**config.mk**
```make
export PLATFORM = sky130hd
export DESIGN_NAME = q_pulse_decoder
export DESIGN_NICKNAME = d
export VERILOG_FILES = /design/src/rtl/q_pulse_decoder.sv
export SDC_FILE = /design/constraint.sdc
export NUM_CORES = 1
export LEC_CHECK = 0
export CELL_PAD_IN_SITES_DETAIL_PLACEMENT = 0
export CELL_PAD_IN_SITES_GLOBAL_PLACEMENT = 1
export CORE_AREA = 2 2 72 74
export DETAILED_ROUTE_END_ITERATION = 8
export DIE_AREA = 0 0 74 76
export PLACE_DENSITY = 0.82
export SLEW_MARGIN = 20
export SYNTH_ARGS = -nofsm -noshare
export SYNTH_HDL_FRONTEND = slang
export SYNTH_SLANG_ARGS = --single-unit
export TNS_END_PERCENT = 1
```
**constraint.sdc**
```tcl
create_clock -name clk -period 10.9 [get_ports clk]
set_input_delay 2.18 -clock clk [delete_from_list [all_inputs] [get_ports clk]]
set_output_delay 2.18 -clock clk [all_outputs]
set_load 0.02 [all_outputs]
```
**src/rtl/q_pulse_decoder.sv**
```systemverilog
// Charge-pulse decoder: qualifies synchronized pulses, counts them per fixed window and
// reports the saturated charge code over valid/ready. Define Q_DEC_GLITCH_CNT_EN for glitch_cnt.
module q_pulse_decoder #(
   parameter int BUS_WIDTH      = 10,
   parameter int PULSE_DURATION = 3,
   parameter int Q_PER_PULSE    = 60,
   parameter int WINDOW_CYCLES  = 128
) (
   input  logic                 clk,
   input  logic                 rst_n,
   input  logic                 start,
   input  logic                 q_serialized,
   output logic [BUS_WIDTH-1:0] i_meas,
   output logic                 i_valid,
   input  logic                 i_ready,
   output logic                 overrun,
`ifdef Q_DEC_GLITCH_CNT_EN
   output logic [7:0]           glitch_cnt,
`endif
   output logic                 busy
);
   localparam int RUN_W  = $clog2(PULSE_DURATION + 1);
   localparam int WIN_W  = (WINDOW_CYCLES > 2) ? $clog2(WINDOW_CYCLES) : 1;
   localparam int CNT_W  = $clog2(WINDOW_CYCLES + 1);
   localparam int PROD_W = CNT_W + BUS_WIDTH + 32;
   localparam logic [PROD_W-1:0] CODE_MAX = PROD_W'({BUS_WIDTH{1'b1}});
   localparam logic [WIN_W-1:0]  WIN_LAST = WIN_W'(WINDOW_CYCLES - 1);

   typedef enum logic [1:0] {IDLE, ARM, MEASURE} state_t;

   state_t               state_q, state_d;
   logic                 sync1_q, sync2_q, hist_q;
   logic [RUN_W-1:0]     run_q, run_d;
   logic [WIN_W-1:0]     win_cnt_q, win_cnt_d;
   logic [CNT_W-1:0]     pulse_cnt_q, pulse_cnt_d;
   logic [BUS_WIDTH-1:0] i_meas_q, i_meas_d;
   logic                 i_valid_q, i_valid_d;
   logic                 overrun_q, overrun_d;
   logic                 fall, qual_fall, close_win, accept;
   logic [CNT_W-1:0]     closing_cnt;
   logic [PROD_W-1:0]    prod;

   // run_q holds the high-run length seen up to the previous cycle, so on the fall
   // cycle it is exactly the width of the pulse that just ended (saturated).
   always_comb begin
      fall      = hist_q & ~sync2_q;
      qual_fall = fall && (run_q >= RUN_W'(PULSE_DURATION));
      run_d     = run_q;
      if (!sync2_q)
         run_d = '0;
      else if (run_q != RUN_W'(PULSE_DURATION))
         run_d = run_q + RUN_W'(1);
   end

   always_comb begin
      state_d     = state_q;
      win_cnt_d   = win_cnt_q;
      pulse_cnt_d = pulse_cnt_q;
      i_meas_d    = i_meas_q;
      i_valid_d   = i_valid_q;
      overrun_d   = overrun_q;
      close_win   = 1'b0;
      accept      = i_valid_q & i_ready;
      closing_cnt = pulse_cnt_q + CNT_W'(qual_fall);
      case (state_q)
         IDLE: begin
            if (start)
               state_d = ARM;
         end
         ARM: begin
            if (!start) begin
               state_d = IDLE;
            end else if (!sync2_q) begin
               state_d     = MEASURE;
               win_cnt_d   = '0;
               pulse_cnt_d = '0;
            end
         end
         MEASURE: begin
            if (!start) begin
               state_d = IDLE;
            end else if (win_cnt_q == WIN_LAST) begin
               close_win   = 1'b1;
               win_cnt_d   = '0;
               pulse_cnt_d = '0;
            end else begin
               win_cnt_d   = win_cnt_q + WIN_W'(1);
               pulse_cnt_d = closing_cnt;
            end
         end
         default: state_d = IDLE;
      endcase

      // A fall on the closing cycle belongs to the closing window.
      prod = PROD_W'(closing_cnt) * PROD_W'(Q_PER_PULSE);
      if (close_win) begin
         i_meas_d  = (prod > CODE_MAX) ? CODE_MAX[BUS_WIDTH-1:0] : prod[BUS_WIDTH-1:0];
         i_valid_d = 1'b1;
         if (i_valid_q && !i_ready)
            overrun_d = 1'b1;
      end else if (accept) begin
         i_valid_d = 1'b0;
      end
   end

   always_ff @(posedge clk) begin
      if (!rst_n) begin
         sync1_q     <= 1'b0;
         sync2_q     <= 1'b0;
         hist_q      <= 1'b0;
         run_q       <= '0;
         state_q     <= IDLE;
         win_cnt_q   <= '0;
         pulse_cnt_q <= '0;
         i_meas_q    <= '0;
         i_valid_q   <= 1'b0;
         overrun_q   <= 1'b0;
      end else begin
         sync1_q     <= q_serialized;
         sync2_q     <= sync1_q;
         hist_q      <= sync2_q;
         run_q       <= run_d;
         state_q     <= state_d;
         win_cnt_q   <= win_cnt_d;
         pulse_cnt_q <= pulse_cnt_d;
         i_meas_q    <= i_meas_d;
         i_valid_q   <= i_valid_d;
         overrun_q   <= overrun_d;
      end
   end

`ifdef Q_DEC_GLITCH_CNT_EN
   logic       glitch_fall;
   logic [7:0] glitch_cnt_q, glitch_cnt_d;

   always_comb begin
      glitch_fall  = fall && !qual_fall;
      glitch_cnt_d = glitch_cnt_q;
      if ((state_q == MEASURE) && glitch_fall && (glitch_cnt_q != 8'hFF))
         glitch_cnt_d = glitch_cnt_q + 8'd1;
   end

   always_ff @(posedge clk) begin
      if (!rst_n)
         glitch_cnt_q <= 8'd0;
      else
         glitch_cnt_q <= glitch_cnt_d;
   end

   assign glitch_cnt = glitch_cnt_q;
`endif

   assign i_meas  = i_meas_q;
   assign i_valid = i_valid_q;
   assign overrun = overrun_q;
   assign busy    = (state_q != IDLE);
endmodule

```
==> impl_metrics.py <==
metrics = {
    "synthesis": {
        "synth.ff_latch_count": 33,
        "synth_top_cells_by_area": "dfxtp_1 (29%), ha_1 (11%), fa_1 (8.8%), inv_1 (4.4%), o21ai_0 (4.4%)",
        "synth.yosys.warnings": 0,
        "yosys.area.top_type_share": 0.2892,
        "postSynthAreaPerCell_um2": 8.589,
        "post_synth_num_cell_types": 46,
        "synth_ff_type": "dfxtp_1",
        "syn_inst": 266,
        "yosys.cell_count.top_type": "dfxtp_1",
        "synthesis.nets": 301,
        "synth_enable_flop_cells": 0,
        "synth.yosys.seq_area_share": 0.2892,
        "post_synth_instance_area_um2": 2285,
        "most_common_library_cells_after_synthesis": "dfxtp_1 (33), inv_1 (27), ha_1 (20), o21ai_0 (20), a21oi_1 (18)",
        "ys_async_sr_fraction": 0,
        "synth.largest_area_cell": "dfxtp_1",
    },
    "sta": {
        "fmaxAchievable_ghz": 0.2117,
        "drv_slew": 0,
        "worst_pin_slew_ns": 0.8894,
        "unrepaired_setup_endpoints_after_global_routing": "false",
        "timing.final.setup_violations": 0,
        "final.period_utilization": 0.4334,
        "timing.hold.ws_ns": 0.4334,
        "min_period_ns": 4.724,
        "slew-limit-headroom": 0.4052,
        "finalHoldViolCount": 0,
        "totalNegativeSetupSlack_ns": 0,
        "finClkSkew_ns": 0.004799,
    },
    "setup_path": {
        "cp_launch_type": "register",
        "worst-path-max-fanout": 9,
        "cp_data_required_time_ns": 11.06,
        "crit_path_cell_trace": "ha_1 > nand2_1 > nor2_1 > ha_1 > nand3_1 > nor2_1 > nand3_1 > xnor2_1 > inv_1 > fa_1 > ha_1 > ha_1 > nand3_1 > and4b_1 > mux2i_1 > o311ai_2 > nor3_4 > a21oi_1",
        "critPathTopFamily": "adder cells",
        "critical_path_buf_inv_count": 1,
        "worst_path_max_delay_cell": "fa_1",
        "worst_path_largest_cell_delay_ns": 0.50,
        "critical_path.most_common_cell": "ha_1",
        "worstSetupPathType": "register to register",
        "worst_ep_arrival_time_ns": 4.89,
        "critPathCaptureType": "register",
    },
    "cells_and_area": {
        "post_route_cells_drive_above_1_share": 0.03901,
        "layout_nets": 316,
        "regArea_um2": 660.6,
        "area_delta_synth_final_pct": 14.62,
        "area_taken_by_multi_input_logic_gates_um2": 1483,
        "antenna_cells_inserted": 0,
        "finalInstanceArea_um2": 2619,
        "nFillCells": 477,
    },
    "clocking": {
        "cts-buffers-inserted": 5,
        "clk-insertion-delay-late_ns": 0.29,
        "clock-root-buffer": "clkbuf_8",
        "cts_htree_levels": 2,
        "cts.path.max_buffers": 2,
        "cts.reportedPaths.clkPinSlew_ns": 0.07,
        "cts-hold-fix-buffers": 0,
        "tritoncts": "yes",
        "cts_post_setup_buffers_inserted": 0,
        "postCtsResizedCells": 0,
        "clock-sinks": 33,
    },
    "pwr": {
        "power_per_cell_area_nw_per_um2": 95.90,
        "power_share_of_the_combinational_group": 0.038,
        "max-vdd-ir-drop_mv": 0.07201,
        "power.sequential.fraction": 0.488,
        "power.switching_fraction": 0.2016,
        "power.internal_mw": 0.2005,
        "clock_power_share": 0.474,
        "power.total_mw": 0.2512,
        "p_leak_nw": 1.126,
        "p_switching_mw": 0.05063,
    },
    "floorplan": {
        "die_area_um2": 5624,
        "io_pins": 18,
        "rows": 26,
        "floorplan.die.width_um": 74,
        "fp.dieH_um": 76,
        "initial_utilization": 0.4651,
        "fp.coreArea_um2": 4912,
    },
    "route": {
        "routed-via-count": 1809,
        "drt_wl_total_um": 4345,
        "routed_wire_length_per_instance_um": 12.34,
        "detail_route.drc_violations": 0,
        "drtPass1Iterations": 4,
        "detail_route.vias_per_cell": 5.139,
        "drt_iter0_markers": 65,
        "ant_nets": 0,
    },
    "grt": {
        "grt_util_all_layers": 0.1715,
        "wire_length_of_the_first_global_routing_pass_um": 7748,
        "grt_pass1_vias": 1782,
        "grt_overflow": 0,
        "number_of_antenna_violations_at_the_first_check_in_global_routing": 0,
        "largest_net_degree_at_the_start_of_global_routing": 30,
    },
    "run": {
        "drv_cap": 0,
    },
    "min_path": {
        "hold_path.class": "register to register",
    },
    "placed_design": {
        "place.gp.congestion": 0.7509,
        "detailedPlacementHpwl_um": 3253,
        "postPlaceCellArea_um2": 2502,
        "portBuffers": 17,
    },
    "status": {
        "status": "finished clean",
    },
}
-- cell families after synthesis --
group,after synthesis,share of synthesized area
simple gates,80,0.1884
compound gates,66,0.1818
buf+inv,36,0.06189
flops,33,0.2892
fa+ha+maj,30,0.1972
xor+xnor,19,0.07284
mux,2,0.008763
-- state kept, by name, summed over array words and instances (netlist names) --
signal,count
sync1_q,1
overrun,1
state_q,2
i_meas,9
pulse_cnt_q,8
i_valid,1
hist_q,1
sync2_q,1
win_cnt_q,7
run_q,2
-- stage by stage --
stage	cells	util	worst slack, ns
global placement	344	0.5094	6.183
global route	352	0.5331	5.730
finish	352	0.5331	6.176
floorplan	266	-	6.710
detailed placement	344	0.5094	6.178
CTS	352	0.5331	6.159
-- layout make-up --
| cell class | instances | share of cell area |
|---|---|---|
| Sequential cell | 33 | 0.2523 |
| Tap cell | 70 | 0.03344 |
| Clock buffer | 7 | 0.03297 |
| Inverter | 27 | 0.03870 |
| Multi-Input combinational cell | 197 | 0.5662 |
| Clock inverter | 1 | 0.01147 |
| Timing Repair Buffer | 17 | 0.06498 |
-- layout by cell type (no fill, tap or decap), drive strengths merged, types with 2 or more instances in the layout --
cell	instances
nand4	3
clkbuf	7
nor2	17
o21a	6
inv	27
a22oi	6
ha	20
nand2b	3
dfxtp	33
nor3	4
and3	2
xor2	10
o21ai	21
a21o	2
and2	3
o31a	2
nor2b	12
nand2	17
nand3b	3
mux2i	2
a21boi	2
a21oi	18
xnor2	9
clkdlybuf4s50	17
nand3	9
fa	10
-- worst paths after layout --
kind,start,slack [ns],depth (start not counted),endpoint
max,run_q[0],6.18,18,i_meas[8]
min,sync1_q,0.43,1,sync2_q
max reg2reg,run_q[0],6.18,18,i_meas[8]
min reg2reg,sync1_q,0.43,1,sync2_q
-- power by group through the flow --
| stage | clock (mW) | combinational (mW) | sequential [mW] |
|---|---|---|---|
| 2_1_floorplan | 0 | 0.00607 | 0.125 |
| 3_3_place_gp | 0 | 0.00961 | 0.125 |
| 3_5_place_dp | 0 | 0.00955 | 0.125 |
| 4_1_cts | 0.122 | 0.00963 | 0.122 |
| 5_1_grt | 0.126 | 0.0108 | 0.123 |
| 6_report | 0.119 | 0.00955 | 0.123 |
-- metal layers --
layer	wire, um	global-route usage
met5	0	0
met4	65	0.05455
met3	96	0.03175
met2	1968	0.2661
met1	2216	0.2391
(Power assumes the default switching activity.)
==> patch 1: new RTL, same flow settings <==
Set the parameter `BUS_WIDTH` to 5 (it was 10).
--- a/src/rtl/q_pulse_decoder.sv
+++ b/src/rtl/q_pulse_decoder.sv
@@ -1,7 +1,7 @@
 // Charge-pulse decoder: qualifies synchronized pulses, counts them per fixed window and
 // reports the saturated charge code over valid/ready. Define Q_DEC_GLITCH_CNT_EN for glitch_cnt.
 module q_pulse_decoder #(
-   parameter int BUS_WIDTH      = 10,
+   parameter int BUS_WIDTH      = 5,
    parameter int PULSE_DURATION = 3,
    parameter int Q_PER_PULSE    = 60,
    parameter int WINDOW_CYCLES  = 128
Ports: changed (resized i_meas); port bits go from 18 to 13. The function was not compared with the original's and may differ.
==> patch 1 against the unedited design <==
- final cell count shrank 6.5%
- worst hold slack improved by 0.011 ns
- synthesized area down 8.2%
- clock power shrank 32%
- power down 23%
- via count decreased by 8.9%
- clock skew decreased by 0.0027 ns
- setup slack got worse by 0.0065 ns
- wire length fell by 11%
- design area fell by 10%
- critical path depth is the same
- sequential cell count is 5 lower
- critical endpoint is now i_meas[3]
==> patch 1: results (changes against the unedited design) <==
[outcome]
status = finished, final reports clean

[drt]
vias = 1648  ; -8.9%
drt-vias-per-instance = 5.01  ; -2.5%
drt_iter0_markers = 53  ; -18%

[placed_design]
port_buffers = 12  ; -5
place_area_um2 = 2280  ; -8.8%
gp_congestion = 0.787  ; +4.8%
pre_cts_slack_ns = 6.13  ; -0.0525 ns
placed_cells = 325  ; -5.5%

[logic_synthesis]
synthXorXnorAreaFrac = 0.0626  ; -0.0102
yosys.area_share.adder = 0.215  ; +0.0176
synth_compound_area_frac = 0.205  ; +0.0228
syn_avg_cell_area_um2 = 8.46  ; -1.6%
synth_nets = 283  ; -6.0%
yosys-top-cells-area = dfxtp_1 (27%), ha_1 (12%), fa_1 (9.5%), nor2_1 (5.9%), inv_1 (5.2%)
seq_area_frac_synth = 0.267  ; -0.0219

[setup_path]
r2r-end = i_meas[3]
rrSetupSlack_ns = 6.17  ; about the same

[layout]
nets = 295  ; -6.6%
drive_gt1_frac = 0.0386  ; -0.000397
largest_reg_flops = 8  ; -1

[clocking]
path_clk_slew_ns = 0.09  ; +0.02 ns
clk_latency_ns = 0.27  ; -0.02 ns
cts_inserted_buffers = 3  ; -2
htree_levels = 1  ; -1

[global_routing]
grt_pass1_wl_um = 6650  ; -14%
grt_pass1_vias = 1536  ; -14%
grt_max_degree = 19  ; -37%

[pwr]
switching_share = 0.194  ; -0.00736
leakagePower_nw = 1.07  ; -4.9%

[sta]
worst_slack_ns = 6.17  ; -0.00654 ns
fin_worst_skew_ns = 0.00209  ; -0.00271 ns
hold_slack_ns = 0.444  ; +0.0106 ns

patch 1: changes by cell type after synthesis, moves of 4 or more:
| cell | unedited run | this run |
|---|---|---|
| nor2_1 | 17 | 33 |
| nor2b_1 | 11 | 3 |
| dfxtp_1 | 33 | 28 |
| nand2_1 | 17 | 11 |
| o21a_1 | 6 | 1 |
| nand3_1 | 9 | 4 |
| xnor2_1 | 9 | 5 |
| a21o_1 | 2 | 6 |
| o21ai_0 | 20 | 10 |
patch 1: power groups by stage:
stage | registers (mW) | clock network, mW | logic [mW]
after floorplan | 0.106 | 0 | 0.00435
final | 0.104 | 0.0814 | 0.00796
after global placement | 0.106 | 0 | 0.00777
after CTS | 0.104 | 0.0847 | 0.00788
after detailed placement | 0.106 | 0 | 0.00783
after global routing | 0.104 | 0.0884 | 0.00874
patch 1: worst max-delay path: stages, from the launching register on:
cell and delay (ns):
dfxtp_1 0.36, ha_1 0.23, nand2_1 0.06, nor2_1 0.14, ha_1 0.25, nand3_1 0.13, nor2_1 0.26, xor2_1 0.50
ha_1 0.23, inv_1 0.05, fa_1 0.49, inv_1 0.04, ha_1 0.37, a21o_1 0.24, a31oi_2 0.27, a21oi_2 0.09
or3_4 0.34, a2111oi_4 0.43, a21oi_1 0.11
patch 1: area by class of cell:
class | count | area (um2) | share of cell area
Clock buffer | 3 | 41.3 | 0.0175
Clock inverter | 1 | 30.0 | 0.0127
Inverter | 29 | 109 | 0.0462
Multi-Input combinational cell | 186 | 1410 | 0.597
Sequential cell | 28 | 561 | 0.238
Tap cell | 70 | 87.6 | 0.0372
Timing Repair Buffer | 12 | 120 | 0.0510
patch 1: per-layer routing:
metal	GRT usage	routed length, um
met5	0	0
met4	0.0436	65
met3	0.0212	107
met2	0.238	1800
met1	0.198	1910
==> patch 2: new RTL, config.mk and constraints unchanged <==
Made on the original files. The 3 states of `state_t` get a one-hot encoding in 3 bits.
--- a/src/rtl/q_pulse_decoder.sv
+++ b/src/rtl/q_pulse_decoder.sv
@@ -26,7 +26,7 @@
    localparam logic [PROD_W-1:0] CODE_MAX = PROD_W'({BUS_WIDTH{1'b1}});
    localparam logic [WIN_W-1:0]  WIN_LAST = WIN_W'(WINDOW_CYCLES - 1);
 
-   typedef enum logic [1:0] {IDLE, ARM, MEASURE} state_t;
+   typedef enum logic [2:0] {IDLE = 3'b001, ARM = 3'b010, MEASURE = 3'b100} state_t;
 
    state_t               state_q, state_d;
    logic                 sync1_q, sync2_q, hist_q;
Behaviour: no difference found for any inputs over 10 cycles, from zero or initial values and one cycle with rst_n low; not proved beyond that.
==> patch 2 against the unedited design <==
- power up 0.30%
- wire length shrank 8.2%
- synthesized area fell by 0.27%
- critical path depth unchanged
- setup slack improved by 0.023 ns
- combinational power is 10% lower
- design area about the same
- final cell count down 2.0%
- sequential cell count is 1 higher
- critical endpoint is now i_meas[2]
==> patch 2: results (changes against the unedited design) <==
[outcome]
status = finished, final reports clean

[layout]
nClkBuffers = 6  ; -1
multi_input_area_share = 0.560  ; -0.00579
clock_cell_area_share = 0.0430  ; -0.00147
comb.multi_input.count = 190  ; -3.6%
seqCellArea_um2 = 681  ; +3.0%
fillerInstances = 472  ; -1.0%
nets = 310  ; -1.9%
buf_share = 0.0649  ; about the same

[pwr]
p_per_area_nw_per_um2 = 96.1  ; +0.21%
power_switching_uw = 49.5  ; -2.2%
ir_drop_v = 0.0000553  ; -23%
leakagePower_nw = 1.17  ; +3.9%

[global_routing]
use_met3 = 0.0410  ; +0.00926
met2_usage = 0.246  ; -0.0196
grt_pass1_wl_um = 7060  ; -8.9%
grt_pass1_vias = 1604  ; -10%
use_met1 = 0.209  ; -0.0301
grt_max_degree = 17  ; -43%
track_usage = 0.159  ; -0.0129

[logic_synthesis]
synth.distinct_cells = 43  ; -6.5%
seq_area_frac_synth = 0.299  ; +0.00958
syn-instance-count = 257  ; -3.4%
synth_nets = 292  ; -3.0%
yosysWarnings = 0  ; unchanged
synth_commonest_cells = dfxtp_1 (34), inv_1 (27), nor2_1 (26), ha_1 (20), nand2_1 (20)
yosys-top-cells-area = dfxtp_1 (30%), ha_1 (11%), fa_1 (8.8%), inv_1 (4.4%), nor2_1 (4.3%)

[hold_path]
hold_class = reg2reg

[drt]
met2_length_um = 1860  ; -5.3%
vias = 1739  ; -3.9%
met1_length_um = 1950  ; -12%
routed_wl_um = 3990  ; -8.2%
routedWlPerCell_um = 11.6  ; -6.3%
drt_iter0_markers = 36  ; -45%
met3_length_um = 109  ; +14%

[placed_design]
place_area_um2 = 2510  ; +0.25%
placed_cells = 338  ; -1.7%
hpwl_um = 3100  ; -4.7%
gp_congestion = 0.773  ; +2.9%
pre_cts_slack_ns = 6.19  ; +0.00907 ns

[die]
rows = 26  ; unchanged

[sta]
fin_worst_skew_ns = 0.00788  ; +0.00308 ns
relSlewSlack = 0.507  ; +0.101

[clocking]
post_cts_resized = 0  ; unchanged
cts_sinks = 34  ; +3.0%

[setup_path]
worstPathArrival_ns = 4.88  ; about the same

[patch 2: cell types whose count changed in the layout (fill, tap and decap cells not counted), moves of 3 or more]
cell     delta
nand2_1     +3
o221a_1     +8
nor2_1      +9
a21oi_1     -5
o21a_1      -5
nor2b_1     -7
o21ai_0     -8
nand3_1     -3
[patch 2: worst max-delay path: stages, from the launching register on]
cell,delay (ns)
dfxtp_1,0.35
ha_1,0.23
nand2_1,0.07
nor2_1,0.15
ha_1,0.22
nand3_1,0.12
nor2_1,0.27
nand3_1,0.13
xnor2_1,0.41
inv_1,0.18
fa_1,0.50
ha_1,0.31
ha_1,0.37
a21oi_1,0.18
o21ai_0,0.12
or2_2,0.28
o221ai_1,0.21
nand3_2,0.22
o221a_1,0.28
[patch 2: power by group through the flow]
stage | Combinational, mW | Sequential, mW | Clock, mW
CTS | 0.00880 | 0.126 | 0.121
global placement | 0.00869 | 0.129 | 0
detailed placement | 0.00876 | 0.129 | 0
finish | 0.00857 | 0.126 | 0.117
floorplan | 0.00533 | 0.129 | 0
global route | 0.00966 | 0.126 | 0.127
[patch 2: final timing paths]
path              startpoint         to  slack, ns  cells after the start
hold / removal       sync1_q    sync2_q       0.43                      1
setup / recovery    run_q[0]  i_meas[2]       6.20                     18
setup reg to reg    run_q[0]  i_meas[2]       6.20                     18
hold reg to reg      sync1_q    sync2_q       0.43                      1
[patch 2: cells by family after synthesis]
kind of cell    Yosys count  synth area share
fa+ha+maj                30             0.198
simple gates             82             0.185
buf+inv                  33            0.0566
compound gates           55             0.172
flops                    34             0.299
xor+xnor                 20            0.0769
mux                       3            0.0132
